[src/rtl/gfx_float_to_fixed.sv]
// IEEE-754 single to signed Q22.10 fixed converter.
// Three-stage valid/ready pipeline (unpack, shift, round/saturate); stalls collapse bubbles.
module gfx_float_to_fixed #(
    parameter int unsigned TAG_WIDTH = 2
) (
    input  logic                 clk,
    input  logic                 rst_n,
    input  logic                 in_valid,
    output logic                 in_ready,
    input  logic [31:0]          in_data,
    input  logic [TAG_WIDTH-1:0] in_tag,
    output logic                 out_valid,
    input  logic                 out_ready,
    output logic [31:0]          out_data,
    output logic [TAG_WIDTH-1:0] out_tag,
    output logic                 out_sat,
    output logic                 out_invalid
);

    localparam int unsigned DATA_W    = 32;
    localparam int unsigned MANT_W    = 24;
    localparam int unsigned MAG_W     = 31;
    localparam int unsigned K_W       = 9;
    localparam int unsigned RSH_W     = 25;
    localparam int unsigned EXT_W     = MANT_W + RSH_W;
    localparam int unsigned SHAMT_W   = 5;

    typedef enum logic [2:0] {
        CLS_NORM,
        CLS_ZERO,
        CLS_NAN,
        CLS_OVF,
        CLS_MIN
    } cls_t;

    // Stage-1 classification; exactly -2^21 is the one finite value that fits without clamping.
    function automatic cls_t classify_float(input logic sgn, input logic [7:0] e, input logic [22:0] m);
        cls_t c;
        if (e == 8'd0)
            c = CLS_ZERO;
        else if (e == 8'hFF)
            c = (m != 23'd0) ? CLS_NAN : CLS_OVF;
        else if (sgn && e == 8'd148 && m == 23'd0)
            c = CLS_MIN;
        else
            c = CLS_NORM;
        return c;
    endfunction

    logic v1, v2, v3;
    logic adv1, adv2, adv3;

    assign adv3      = ~v3 | out_ready;
    assign adv2      = ~v2 | adv3;
    assign adv1      = ~v1 | adv2;
    assign in_ready  = adv1;
    assign out_valid = v3;

    // Stage 1: unpack
    logic                  s1_sign;
    cls_t                  s1_cls;
    logic [MANT_W-1:0]     s1_mfull;
    logic signed [K_W-1:0] s1_k;
    logic [TAG_WIDTH-1:0]  s1_tag;

    logic signed [K_W-1:0] k_n;
    assign k_n = $signed({1'b0, in_data[30:23]}) - 9'sd140;

    always_ff @(posedge clk) begin
        if (adv1) begin
            s1_sign  <= in_data[31];
            s1_cls   <= classify_float(in_data[31], in_data[30:23], in_data[22:0]);
            s1_mfull <= {1'b1, in_data[22:0]};
            s1_k     <= k_n;
            s1_tag   <= in_tag;
        end
    end

    // Stage 2: align magnitude, extract guard and sticky
    cls_t               cls2_n;
    logic [MAG_W-1:0]   mag2_n;
    logic               guard2_n;
    logic               sticky2_n;
    logic [SHAMT_W-1:0] shamt;
    logic [EXT_W-1:0]   ext;

    always_comb begin
        cls2_n    = s1_cls;
        mag2_n    = '0;
        guard2_n  = 1'b0;
        sticky2_n = 1'b0;
        shamt     = SHAMT_W'(9'sd0 - s1_k);
        ext       = '0;
        if (s1_cls == CLS_NORM) begin
            if (s1_k > 9'sd7) begin
                cls2_n = CLS_OVF;
            end else if (s1_k >= 9'sd0) begin
                mag2_n = MAG_W'(s1_mfull) << s1_k[2:0];
            end else if (s1_k >= -9'sd25) begin
                ext       = {s1_mfull, RSH_W'(0)} >> shamt;
                mag2_n    = MAG_W'(ext[EXT_W-1:RSH_W]);
                guard2_n  = ext[RSH_W-1];
                sticky2_n = |ext[RSH_W-2:0];
            end else begin
                sticky2_n = 1'b1;
            end
        end
    end

    logic                 s2_sign;
    cls_t                 s2_cls;
    logic [MAG_W-1:0]     s2_mag;
    logic                 s2_guard;
    logic                 s2_sticky;
    logic [TAG_WIDTH-1:0] s2_tag;

    always_ff @(posedge clk) begin
        if (adv2) begin
            s2_sign   <= s1_sign;
            s2_cls    <= cls2_n;
            s2_mag    <= mag2_n;
            s2_guard  <= guard2_n;
            s2_sticky <= sticky2_n;
            s2_tag    <= s1_tag;
        end
    end

    // Stage 3: round to nearest even, apply sign, clamp
    logic [DATA_W-1:0] rounded;
    logic [DATA_W-1:0] res_data;
    logic              res_sat;
    logic              res_inv;

    always_comb begin
        rounded  = DATA_W'(s2_mag) + DATA_W'(s2_guard & (s2_sticky | s2_mag[0]));
        res_data = '0;
        res_sat  = 1'b0;
        res_inv  = 1'b0;
        unique case (s2_cls)
            CLS_NORM: res_data = s2_sign ? (DATA_W'(0) - rounded) : rounded;
            CLS_OVF: begin
                res_data = s2_sign ? 32'h8000_0000 : 32'h7FFF_FFFF;
                res_sat  = 1'b1;
            end
            CLS_MIN:  res_data = 32'h8000_0000;
            CLS_NAN:  res_inv  = 1'b1;
            default:  res_data = '0;
        endcase
    end

    always_ff @(posedge clk or negedge rst_n) begin
        if (!rst_n) begin
            v1          <= 1'b0;
            v2          <= 1'b0;
            v3          <= 1'b0;
            out_data    <= '0;
            out_tag     <= '0;
            out_sat     <= 1'b0;
            out_invalid <= 1'b0;
        end else begin
            if (adv1) v1 <= in_valid;
            if (adv2) v2 <= v1;
            if (adv3) begin
                v3 <= v2;
                if (v2) begin
                    out_data    <= res_data;
                    out_tag     <= s2_tag;
                    out_sat     <= res_sat;
                    out_invalid <= res_inv;
                end
            end
        end
    end

endmodule

[config.mk]
export PLATFORM = sky130hd
export DESIGN_NAME = gfx_float_to_fixed
export DESIGN_NICKNAME = d
export VERILOG_FILES = /design/src/rtl/gfx_float_to_fixed.sv
export SDC_FILE = /design/constraint.sdc
export NUM_CORES = 1
export LEC_CHECK = 0
export BUFFER_PORTS_ARGS = -buffer_cell sky130_fd_sc_hd__buf_2
export CAP_MARGIN = 20
export CORE_MARGIN = 3
export CORE_UTILIZATION = 45
export DETAILED_ROUTE_END_ITERATION = 8
export GPL_TIMING_DRIVEN = 0
export PLACE_DENSITY = 0.73
export RECOVER_POWER = 25
export SLEW_MARGIN = 0
export SYNTH_ARGS = -nofsm -noshare
export SYNTH_HDL_FRONTEND = slang
export SYNTH_SLANG_ARGS = --single-unit
[constraint.sdc]
create_clock -name clk -period 4.3 [get_ports clk]
set_input_delay 0.43 -clock clk [delete_from_list [all_inputs] [get_ports clk]]
set_output_delay 0.43 -clock clk [all_outputs]
set_load 0.05 [all_outputs]
Yosys cells after proc, flatten, opt, wreduce, memory -nomap -nowiden --
Cells that the tools add are included.
Word-level totals: output and inout port bits 38, input port bits 38, register bits 116
Cells by class: $lt $le $gt $ge 3, shift operators 2, multiplexer cells 13, reduce and logical (&&, ||, !) cells 12, bitwise logic cells 10, eq/ne operators 5, add/subtract/negate cells 4
Operators with widths (count):
- $pmux 32 s3 | 1
- $mux 32 | 2
- $shr 49x5->49 | 1
- $add 31x1->32 | 1
- $sub 1x32->32 const A | 1
- $mux 31 | 1
- $shl 24x3->31 | 1
- $mux 24 | 1
- $reduce_or 24->1 | 1
- $logic_not 23->1 | 1
- $reduce_bool 23->1 | 1
- $eq 8x8->1 const B | 2
- $mux 3 | 4
- $ge 9x1->1 const B | 1
- $ge 9x6->1 const B | 1
- $gt 9x4->1 const B | 1
- $sub 8x8->9 const B | 1
- $logic_not 8->1 | 1
- $eq 3x2->1 const B | 2
- $logic_not 3->1 | 2
- $not 1->1 | 5
- $sub 1x5->5 const A | 1
- $mux 1 | 4
- $or 1x1->1 | 4
- other kinds (7) | 8

Longest topological paths before layout --
depth after elaboration 6, mapped depth 14, gate-level depth less buffers 11

Worst setup path after synthesis --
OpenSTA, ideal clock, no wires.
kind register to register, from register s1_k[0], to register s2_sticky (data pin), arrival 3.504 ns, cell stages (with the launch flop) 14, data required time 4.032 ns, buffers on the path 5, path slack 0.528 ns, path through edfxtp_1 > buf_2 > clkinv_1 > buf_1 > ha_1 > ha_1 > buf_2 > buf_1 > buf_1 > mux2i_1 > mux2i_1 > nor4_1 > a31o_2 > a311oi_1
On the way: cells in the longest elaborated chain, start to end 4, elaborated cells between the ends (all ways) 8, those cells by class 1 x add/sub; 3 x order compare; 1 x shift; 1 x mux; 2 x reduce/logical
RTL lines:
- from (decl) | RTL line 63 | logic signed [K_W-1:0] s1_k;
- from (signal assigned) | RTL line 74 | s1_k <= k_n;
- $sub 1x5->5 | RTL line 92 | shamt = SHAMT_W'(9'sd0 - s1_k);
- $shr 49x5->49 | RTL line 100 | ext = {s1_mfull, RSH_W'(0)} >> shamt;
- $reduce_or 24->1 | RTL line 103 | sticky2_n = |ext[RSH_W-2:0];
- $mux 1 | RTL line 99 | end else if (s1_k >= -9'sd25) begin
- to (signal assigned) | RTL line 123 | s2_sticky <= sticky2_n;
- to (decl) | RTL line 114 | logic s2_sticky;
Several ways; a longest one is shown, not always the timed one. A chain may end at the register's enable or synchronous reset.

Worst setup path in the final report --
Same ends and word-level chain as after synthesis.

==> results.md <==
- Vias: 7119
- Vias in the first global route: 6676
- Unique masters post-synth: 75
- Initial antenna violation count: 0
- Final period demand of the worst path: 4.07 ns
- Post-layout total power: 0.00423 W
- Placeable Area: 18200 um2
- Cell count after synthesis: 850
- Post-Synth Simple-Gate Area: 18.5%
- GR Util All Layers: roughly a fifth
- FF+latch count, synth: 116
- Fin worst setup slack: 0.228 ns
- DR WL/cell: 18.3 um
- Final hold violation count: 0
- CTS Sinks: 116
- H-tree levels: 4
- Crit Path Category: reg2reg
- Setup TNS: 0 ns
- Reg2Reg Setup Slack: 0.23 ns
- Fin. max-slew vios: 40
- Register area share after synthesis: 38.8%
- Max_cap viols: 1
- Fin nets: 996
- DP HPWL: 16.8 mm
- Largest net degree at the start of global routing: 40
- Die Width: approximately 140 um
- Most frequently used flop master after synthesis: edfxtp_1
- CP Launch Type: register
- IO buf count: 73
- Hold_sp: in_tag[0]
- Total CTS buffers: 17
- Worst R2R End: s2_sticky
- Max Freq: 246 MHz
- Crit path max fanout: 10
- Worst-path clk slew: 0.05 ns
- First-pass GRT wire length: 34.8 mm
- Initial core utilization: 46.6%
- Clk_skew: around 0.017 ns
- Outcome: complete, but fails checks
- Layout area overhead: 15.2%
- Hold Crit Class: in2reg
- Final ANT Viol Nets: 0
- Compound-Gate Fraction of Synth Area: between 15 and 20%
- Post-synthesis mux area share: 15.1%
- Synth Area in Adders: 1.33%
- Slew @ Worst Pin: 2.09 ns
- Worst r2r src: s1_k[0]
- RSZ-0062 raised after global routing: false
- Commonest non-fill, non-tap cell in the layout: edfxtp_1
- VDD IR max: 0.284 mV
- CTS tree: yes
- Pre-CTS setup slack: -0.225 ns
- Clock root cell: clkbuf_16
- Die Height: 143 um
- Vias per cell: about 6.0
- Arr. time, crit path: 4.20 ns
- Post-Route WL: ~22 mm
- WHS Path Cells: 1
- Final Cell Area: 9770 um2
- Clk Latency, worst-skew pair: 0.42 ns
- Syn. warnings: 0
- Post-route clock period utilization: 94.7%
- Layout cell share with drive strength beyond 1: 17.6%
- Number of synthesized flops with an enable pin: 77
- # IOs: 76
- Number of fill cells: 1637
- Gpl congestion: 0.948
- Slew HR: -39.2%
- Iter 0 DRT Violations: 553
- Die ar.: 20500 um2
- Cell Rows: 49
- Post-Synth XOR/XNOR Area: 6.40%
- CP Capture Type: register
- Synth async-reset ratio: between 30% and 40%
- CP required: roughly 4.4 ns
- Largest family of logic cells by synthesized area: simple AND/OR/NAND/NOR gates
- Register-to-Register Path Depth: 13
- Final setup violation count: 0
- CTS Buffer Depth: 2
- Failing checks: max-capacitance violations, max-slew violations
- Pwr Density: roughly 430 nW/um2
- Ant. Diodes: 0
- Hold path endpoint: s1_tag[0]
- Hold slack: between 0.15 and 0.2 ns
- Post-synthesis cell area: between 8000 and 9000 um2
- Placed cell areas: 9210 um2
- DR pass1 iterations: 6
- Mean Syn Cell Area: 9.98 um2
- DRC errors left: 0
- Most frequent cells in the layout: edfxtp_1, buf_2, nand2_1
- Total grt overflow: 0
- Static leakage: 3.90 nW
- Post-Syn Nets: 897
## cells in the mapped netlist (4+ instances only)
cell      count  area [um2]
o221ai_1      6        52.6
nor2_1       50         188
buf_1        10        37.5
a211oi_1      9        67.6
a21o_1        4        30.0
edfxtp_1     77        2310
a22oi_1       5        37.5
or3_1         9        56.3
nor4_1       12        75.1
o21ai_0      45         225
nor2b_1       9        56.3
dfrtp_1      39         976
nor3_1       23         115
nand2b_1     14        87.6
nand3_1      23         115
a21oi_1      50         250
xnor2_1      38         333
mux2i_1      63         631
clkbuf_1     33         124
o21ai_1       8        40.0
nand2_1      64         240
nand4_1      20         125
o31a_1        4        35.0
inv_1        17        63.8
o41ai_1       4        35.0
buf_4         5        37.5
and4_1       11        96.3
mux2_2       14         158
o22ai_1      17         106
and3_1       15        93.8
a31oi_1      11        68.8
buf_2        12        60.1
o41ai_2       5        81.3
ha_1          9         113
mux4_2       22         495
xor2_1       24         210
a221o_1       6        60.1
and2_1        9        56.3
## layout make-up
class | instances | area (um2) | area share [%]
Buffer | 62 | 294 | 3.01
Clock buffer | 23 | 458 | 4.69
Clock inverter | 9 | 104 | 1.06
Inverter | 18 | 67.6 | 0.691
Multi-Input combinational cell | 654 | 4840 | 49.6
Sequential cell | 116 | 3290 | 33.6
Tap cell | 229 | 287 | 2.93
Timing Repair Buffer | 80 | 432 | 4.42
## worst max-delay path by stage
stage,from,end,slack [ns],cells after the start
after CTS,s1_k[0],s2_sticky,0.01,13
after global routing,s1_k[0],s2_sticky,0.02,13
after detailed placement,s1_k[0],s2_sticky,-0.23,13
final,s1_k[0],s2_sticky,0.23,13
after global placement,s1_k[0],s2_sticky,-0.29,13
after floorplan,s1_k[0],s2_sticky,0.53,13
## layer usage
metal,routed length [um],track usage [%]
met1,9480,27.8
met2,10200,35.2
met3,1420,3.89
met4,701,8.87
met5,0,0
## power by group
| part | total [W] | switching (W) | internal [W] |
|---|---|---|---|
| Combinational | 0.00141 | 0.000928 | 0.000486 |
| Clock | 0.00135 | 0.000483 | 0.000864 |
| Sequential | 0.00147 | 0.000116 | 0.00136 |
## stage by stage
stage / instances / util (%)
after CTS: 1189 / 53.7
after floorplan: 850 / -
after global routing: 1191 / 53.7
after detailed placement: 1157 / 50.6
after global placement: 1152 / 50.2
final: 1191 / 53.7
## kinds of logic (layout without fill, tap and decap cells)
| group | count (synthesis) | count (layout) |
|---|---|---|
| xor+xnor | 62 | 62 |
| fa+ha+maj | 9 | 9 |
| mux | 99 | 99 |
| simple gates | 283 | 283 |
| compound gates | 201 | 201 |
| flops | 116 | 116 |
| buf+inv | 80 | 192 |
## critical path, stage by stage, from the launching register on
cell      delay, ns
edfxtp_1       0.41
clkbuf_4       0.29
clkinv_1       0.27
clkbuf_2       0.29
ha_1           0.37
clkbuf_2       0.29
mux2i_1        0.30
mux2i_1        0.14
mux2i_1        0.40
mux2_2         0.27
nand4_1        0.10
nor4bb_1       0.32
a31o_2         0.23
a311oi_1       0.10
## timing repair
| item | 4_1_cts | 5_1_grt |
|---|---|---|
| pin swaps | 0 | 1 |
| hold buffers | 0 | 0 |
| endpoints found under the setup margin | 1 | 2 |
| gates resized for setup | 3 | 6 |
| buffers inserted | 0 | 2 |
## registers in the layout (all words and copies together) (netlist names), 2 cells and up
signal,flops
out_tag,2
s1_tag,2
s1_k,9
s1_cls,3
s2_cls,3
s1_mfull,23
s2_mag,31
s2_tag,2
out_data,32
(Power assumes the default switching activity.)
